--- config.mk ---
export PLATFORM = sky130hd
export DESIGN_NAME = pipe_share_scheduler
export DESIGN_NICKNAME = d
export VERILOG_FILES = /design/src/rtl/pipe_sched_pkg.sv /design/src/rtl/tagged_delay_pipe.sv /design/src/rtl/pipe_share_scheduler.sv
export SDC_FILE = /design/constraint.sdc
export NUM_CORES = 1
export LEC_CHECK = 0
export BUFFER_PORTS_ARGS = -buffer_cell sky130_fd_sc_hd__buf_2
export CAP_MARGIN = 5
export CORE_ASPECT_RATIO = 1.5
export CORE_MARGIN = 4
export CORE_UTILIZATION = 55
export DETAILED_ROUTE_END_ITERATION = 7
export PLACE_DENSITY = 0.81
export SLEW_MARGIN = 10
export SYNTH_ARGS = -nofsm -noshare
export SYNTH_HDL_FRONTEND = slang
export SYNTH_SLANG_ARGS = --single-unit
--- constraint.sdc ---
create_clock -name clk -period 6.4 [get_ports clk]
set_input_delay 0.96 -clock clk [delete_from_list [all_inputs] [get_ports clk]]
set_output_delay 0.96 -clock clk [all_outputs]
set_load 0.005 [all_outputs]
--- src/rtl/pipe_sched_pkg.sv ---
// Shared tag constants and default depth for the shared delay-pipe scheduler.
package pipe_sched_pkg;

    localparam logic REQ0          = 1'b0;
    localparam logic REQ1          = 1'b1;
    localparam int   DEFAULT_DEPTH = 3;

endpackage

--- src/rtl/tagged_delay_pipe.sv ---
// Stall-able {valid, tag, data} shift chain; DEPTH enabled cycles from load to last stage.
// en=0 freezes every stage; only the valids carry a reset.
module tagged_delay_pipe #(
    parameter int DATA_W = 8,
    parameter int DEPTH  = 3
) (
    input  logic              clk,
    input  logic              rst,
    input  logic              en,
    input  logic              load_valid,
    input  logic              load_tag,
    input  logic [DATA_W-1:0] load_data,
    output logic              last_valid,
    output logic              last_tag,
    output logic [DATA_W-1:0] last_data
);

    logic [DEPTH-1:0]  stage_valid;
    logic [DEPTH-1:0]  stage_tag;
    logic [DATA_W-1:0] stage_data [DEPTH];

    always_ff @(posedge clk) begin
        if (rst) begin
            stage_valid <= '0;
        end else if (en) begin
            stage_valid[0] <= load_valid;
            for (int k = 1; k < DEPTH; k++) begin
                stage_valid[k] <= stage_valid[k-1];
            end
        end
    end

    // Idle slots keep the old tag/data in stage 1 so the datapath does not toggle.
    always_ff @(posedge clk) begin
        if (en) begin
            if (load_valid) begin
                stage_tag[0]  <= load_tag;
                stage_data[0] <= load_data;
            end
            for (int k = 1; k < DEPTH; k++) begin
                stage_tag[k]  <= stage_tag[k-1];
                stage_data[k] <= stage_data[k-1];
            end
        end
    end

    assign last_valid = stage_valid[DEPTH-1];
    assign last_tag   = stage_tag[DEPTH-1];
    assign last_data  = stage_data[DEPTH-1];

endmodule

--- src/rtl/pipe_share_scheduler.sv ---
// Round-robin sharing of one DEPTH-stage delay pipe between two requesters, beats demuxed by tag.
// Latency DEPTH enabled cycles; en=0 stalls everything and drops both readys.
module pipe_share_scheduler
    import pipe_sched_pkg::*;
#(
    parameter int DATA_W = 8,
    parameter int DEPTH  = DEFAULT_DEPTH
) (
    input  logic                       clk,
    input  logic                       rst,
    input  logic                       en,
    input  logic                       req0_valid,
    input  logic [DATA_W-1:0]          req0_data,
    output logic                       req0_ready,
    input  logic                       req1_valid,
    input  logic [DATA_W-1:0]          req1_data,
    output logic                       req1_ready,
    output logic                       out0_valid,
    output logic [DATA_W-1:0]          out0_data,
    output logic                       out1_valid,
    output logic [DATA_W-1:0]          out1_data,
    output logic [$clog2(DEPTH+1)-1:0] in_flight
);

    localparam int CW = $clog2(DEPTH+1);

    logic              last_grant;
    logic              grant0;
    logic              grant1;
    logic              hs0;
    logic              hs1;
    logic              hs;
    logic              leave;
    logic              en_d;
    logic [CW-1:0]     count;
    logic [DATA_W-1:0] hold0;
    logic [DATA_W-1:0] hold1;
    logic              final_valid;
    logic              final_tag;
    logic [DATA_W-1:0] final_data;

    // On a tie the requester that did not win last time goes first.
    always_comb begin
        grant0 = req0_valid & (~req1_valid | (last_grant == REQ1));
        grant1 = req1_valid & (~req0_valid | (last_grant == REQ0));
    end

    assign req0_ready = en & grant0 & ~rst;
    assign req1_ready = en & grant1 & ~rst;
    assign hs0        = req0_valid & req0_ready;
    assign hs1        = req1_valid & req1_ready;
    assign hs         = hs0 | hs1;

    tagged_delay_pipe #(
        .DATA_W (DATA_W),
        .DEPTH  (DEPTH)
    ) u_pipe (
        .clk        (clk),
        .rst        (rst),
        .en         (en),
        .load_valid (hs),
        .load_tag   (hs1 ? REQ1 : REQ0),
        .load_data  (hs1 ? req1_data : req0_data),
        .last_valid (final_valid),
        .last_tag   (final_tag),
        .last_data  (final_data)
    );

    assign leave = en & final_valid;

    // en_d keeps a beat parked in the final stage during a stall from pulsing twice.
    assign out0_valid = final_valid & en_d & (final_tag == REQ0);
    assign out1_valid = final_valid & en_d & (final_tag == REQ1);
    assign out0_data  = out0_valid ? final_data : hold0;
    assign out1_data  = out1_valid ? final_data : hold1;
    assign in_flight  = count;

    always_ff @(posedge clk) begin
        if (rst) begin
            last_grant <= REQ1;
            en_d       <= 1'b0;
            count      <= '0;
            hold0      <= '0;
            hold1      <= '0;
        end else begin
            en_d <= en;
            if (hs0) begin
                last_grant <= REQ0;
            end else if (hs1) begin
                last_grant <= REQ1;
            end
            case ({hs, leave})
                2'b10:   count <= count + CW'(1);
                2'b01:   count <= count - CW'(1);
                default: count <= count;
            endcase
            if (out0_valid) begin
                hold0 <= final_data;
            end
            if (out1_valid) begin
                hold1 <= final_data;
            end
        end
    end

endmodule

==> metrics.yaml <==
critPathRequiredTime_ps: 6630
die_ar_mm2: 0.004642
hold_viol_final: 0
drt_first_iter_violations: 26
design.final.nets: 192
largest_net_degree_at_the_start_of_global_routing: 27
max-cap-violations: 0
number_of_hold_buffers_added_after_cts: 0
synth.yosys.seq_area_share: 0.6422
synth_fp_nets: 146
status: "finished clean"
number_of_antenna_violations_at_the_first_check_in_global_routing: 0
post_synth.cell_area_avg_um2: 15.96
cts-root-buf: "sky130_fd_sc_hd__clkbuf_8"
clock.fmax_mhz: 324.4
number_of_global_route_vias_before_repair: 1056
worst-path-buf-inv: 2
vias_per_cell: 4.967
final_number_of_setup_violating_endpoints: 0
post_syn_area_mm2: 0.001979
synthDistinctLibCells: 27
route.final.wire_length_mm: 2.949
unrepaired_setup_endpoints_after_global_routing: "no"
power.density_mw_per_mm2: 254.6
cts_repair_resize_count: 0
worst_setup_path_start_kind: "input pin"
die-height_um: 81.48
synth.yosys.warnings: 0
post_cts.repair.setup_buffers: 0
synthMostInstantiatedCell: "sky130_fd_sc_hd__edfxtp_1"
grt_overflow: 0
number_of_instances_in_the_synthesized_netlist: 124
min_period_over_period: 0.4817
setup_total_negative_slack_ps: 0
fin_cells: 213
drive_gt1_frac: 0.4912
crit_path_cells: "buf_2 > nor2b_4 > nor2b_1 > inv_1 > ha_1 > or3_1 > a21oi_1"
path_max_fanout: 26
synth_ff_type: "sky130_fd_sc_hd__edfxtp_1"
timing.final.crit_period_ps: 3083
power_switching_share: 0.1905
routed_wire_length_per_instance_um: 13.85
vdd.ir_drop.worst_v: 0.0002356
dpl.cell_count: 205
buffer_ports.inserted: 42
finalHoldWorstSlack_ps: 424.0
vias: 1058
grt_first_pass_wirelength_mm: 4.836
cellLeakagePower_nw: 1.052
internal_power_mw: 0.4806
critPathCaptureType: "register"
worst_clock_skew_ps: 4.854
cts-htree-levels: 2
power.share.combinational: 0.049
antennaDiodeCount: 0
design_power_total_mw: 0.5937
slew_headroom: 0.4650
post-route-worst-setup-slack_ps: 3317
worst_path_largest_cell_delay_ps: 670
hp-class: "reg -> reg"
clock_power_share: 0.353
drc_errors: 0
tritoncts_clock_tree: "done"
synth_top_cell_by_area: "sky130_fd_sc_hd__edfxtp_1"
data_arrival_time_at_the_worst_slack_endpoint_ps: 3310
grt_usage: 0.1388
dp_worst_setup_slack_ps: 3008
dp_hpwl_mm: 2.177
final_antenna_net_count: 0
crit_path_top_delay_cell: "sky130_fd_sc_hd__nor2b_1"
path_class: "in -> reg"
layout-area-overhead-vs-synth_pct: 17.83
worst-slew-pin-transition_ps: 800.8
slew_viol_final: 0
core.rowCount: 26
die_w_um: 56.98
synth.cells.most_frequent: "27 x sky130_fd_sc_hd__edfxtp_1, 23 x sky130_fd_sc_hd__dfxtp_1, 13 x sky130_fd_sc_hd__mux2_4"
floorplan.core_area_mm2: 0.003448
cts.sinks: 50
number_of_flops_mapped_to_enable_cells_by_yosys: 27
synth-async-reset-ratio: 0
pin_count: 43
number_of_buffers_inserted_during_clock_tree_synthesis: 5
routability_congestion: 0.7083
clk_pin_slew_worst_paths_ps: 80
synth.ff_latch_count: 50
yosysTopAreaCellShare: 0.4096
maximum_buffer_depth_of_the_clock_tree: 2
initial_core_util: 0.5740
relative_contribution_of_sequential_cells_to_total_power: 0.598
clock_latency_on_the_worst_skew_pair_ps: 290
critical-path-top-delay-family: "simple AND/OR/NAND/NOR gates"
yosys-top-cells-area: "sky130_fd_sc_hd__edfxtp_1 41%, sky130_fd_sc_hd__dfxtp_1 23%, sky130_fd_sc_hd__mux2_4 9.9%"
p_sw_mw: 0.1131
detailedRoute.firstPassIterationCount: 3
## power groups by stage
stage,logic [mW],clock network (mW),registers (mW)
after CTS,0.0298,0.216,0.355
after detailed placement,0.0297,0,0.363
after global routing,0.0324,0.230,0.356
after global placement,0.0282,0,0.362
after floorplan,0.0169,0,0.361
final,0.0293,0.209,0.355
## per-layer routing
metal / share of wire / up-vias / track usage
met5: 0 / - / 0
met4: 0.015 / 0 / 0.05568
met2: 0.52 / 38 / 0.2494
li1: - / 524 / -
met1: 0.39 / 491 / 0.1461
met3: 0.073 / 5 / 0.05031
## cells in the final DEF, fill, tap and decap left out, types with 2 or more instances in the layout
master,instances
sky130_fd_sc_hd__a21oi_1,2
sky130_fd_sc_hd__buf_2,42
sky130_fd_sc_hd__clkbuf_1,2
sky130_fd_sc_hd__clkbuf_8,5
sky130_fd_sc_hd__dfxtp_1,23
sky130_fd_sc_hd__edfxtp_1,27
sky130_fd_sc_hd__inv_1,5
sky130_fd_sc_hd__mux2_2,11
sky130_fd_sc_hd__mux2_4,13
sky130_fd_sc_hd__mux2i_1,2
sky130_fd_sc_hd__nand3_4,2
sky130_fd_sc_hd__nor2_1,5
sky130_fd_sc_hd__nor2b_1,11
sky130_fd_sc_hd__nor2b_4,7
## registers in the layout, indices dropped and copies added (netlist names)
| name | flops |
|---|---|
| u_pipe.stage_data | 24 |
| hold0 | 8 |
| hold1 | 8 |
| u_pipe.stage_tag | 3 |
| u_pipe.stage_valid | 3 |
| in_flight | 2 |
| en_d | 1 |
| last_grant | 1 |
## worst register-to-register path, cell delays in order, from the launching register on
cell	delay [ps]
sky130_fd_sc_hd__dfxtp_1	470
sky130_fd_sc_hd__and2_2	200
sky130_fd_sc_hd__ha_1	250
sky130_fd_sc_hd__or3_1	350
sky130_fd_sc_hd__a21oi_1	130
## final timing paths
check | start | endpoint | slack [ps] | cells past startpoint
max reg2reg | u_pipe.stage_valid[2] | in_flight[1] | 4950 | 4
min | u_pipe.stage_data[0][0] | u_pipe.stage_data[0][8] | 420 | 0
min reg2reg | u_pipe.stage_data[0][0] | u_pipe.stage_data[0][8] | 420 | 0
max | en | in_flight[1] | 3320 | 7
## cell type report
class	count	area, µm²
Inverter	5	18.77
Fill cell	262	1116
Clock buffer	7	76.32
Timing Repair Buffer	42	210.2
Clock inverter	1	30.03
Sequential cell	50	1271
Multi-Input combinational cell	66	673.1
Tap cell	42	52.55
## per-stage QoR
| step | utilization | area, µm² |
|---|---|---|
| after global routing | 0.6763 | 2332 |
| after CTS | 0.6763 | 2332 |
| after detailed placement | 0.6455 | 2226 |
| final | 0.6763 | 2332 |
| after floorplan | - | 1979 |
| after global placement | 0.6455 | 2226 |
## cell families (layout without fill, tap and decap cells)
group	count (synthesis)	after routing	synth area share
XOR/XNOR	2	2	0.008851
multiplexers	26	26	0.1713
adder cells (fa/ha/maj)	1	1	0.006320
buffers and inverters	8	55	0.01770
AO/OA/AOI/OAI	5	5	0.01454
flip-flops	50	50	0.6422
AND/OR/NAND/NOR	32	32	0.1391
No activity file was read; power rests on OpenSTA's default activity.
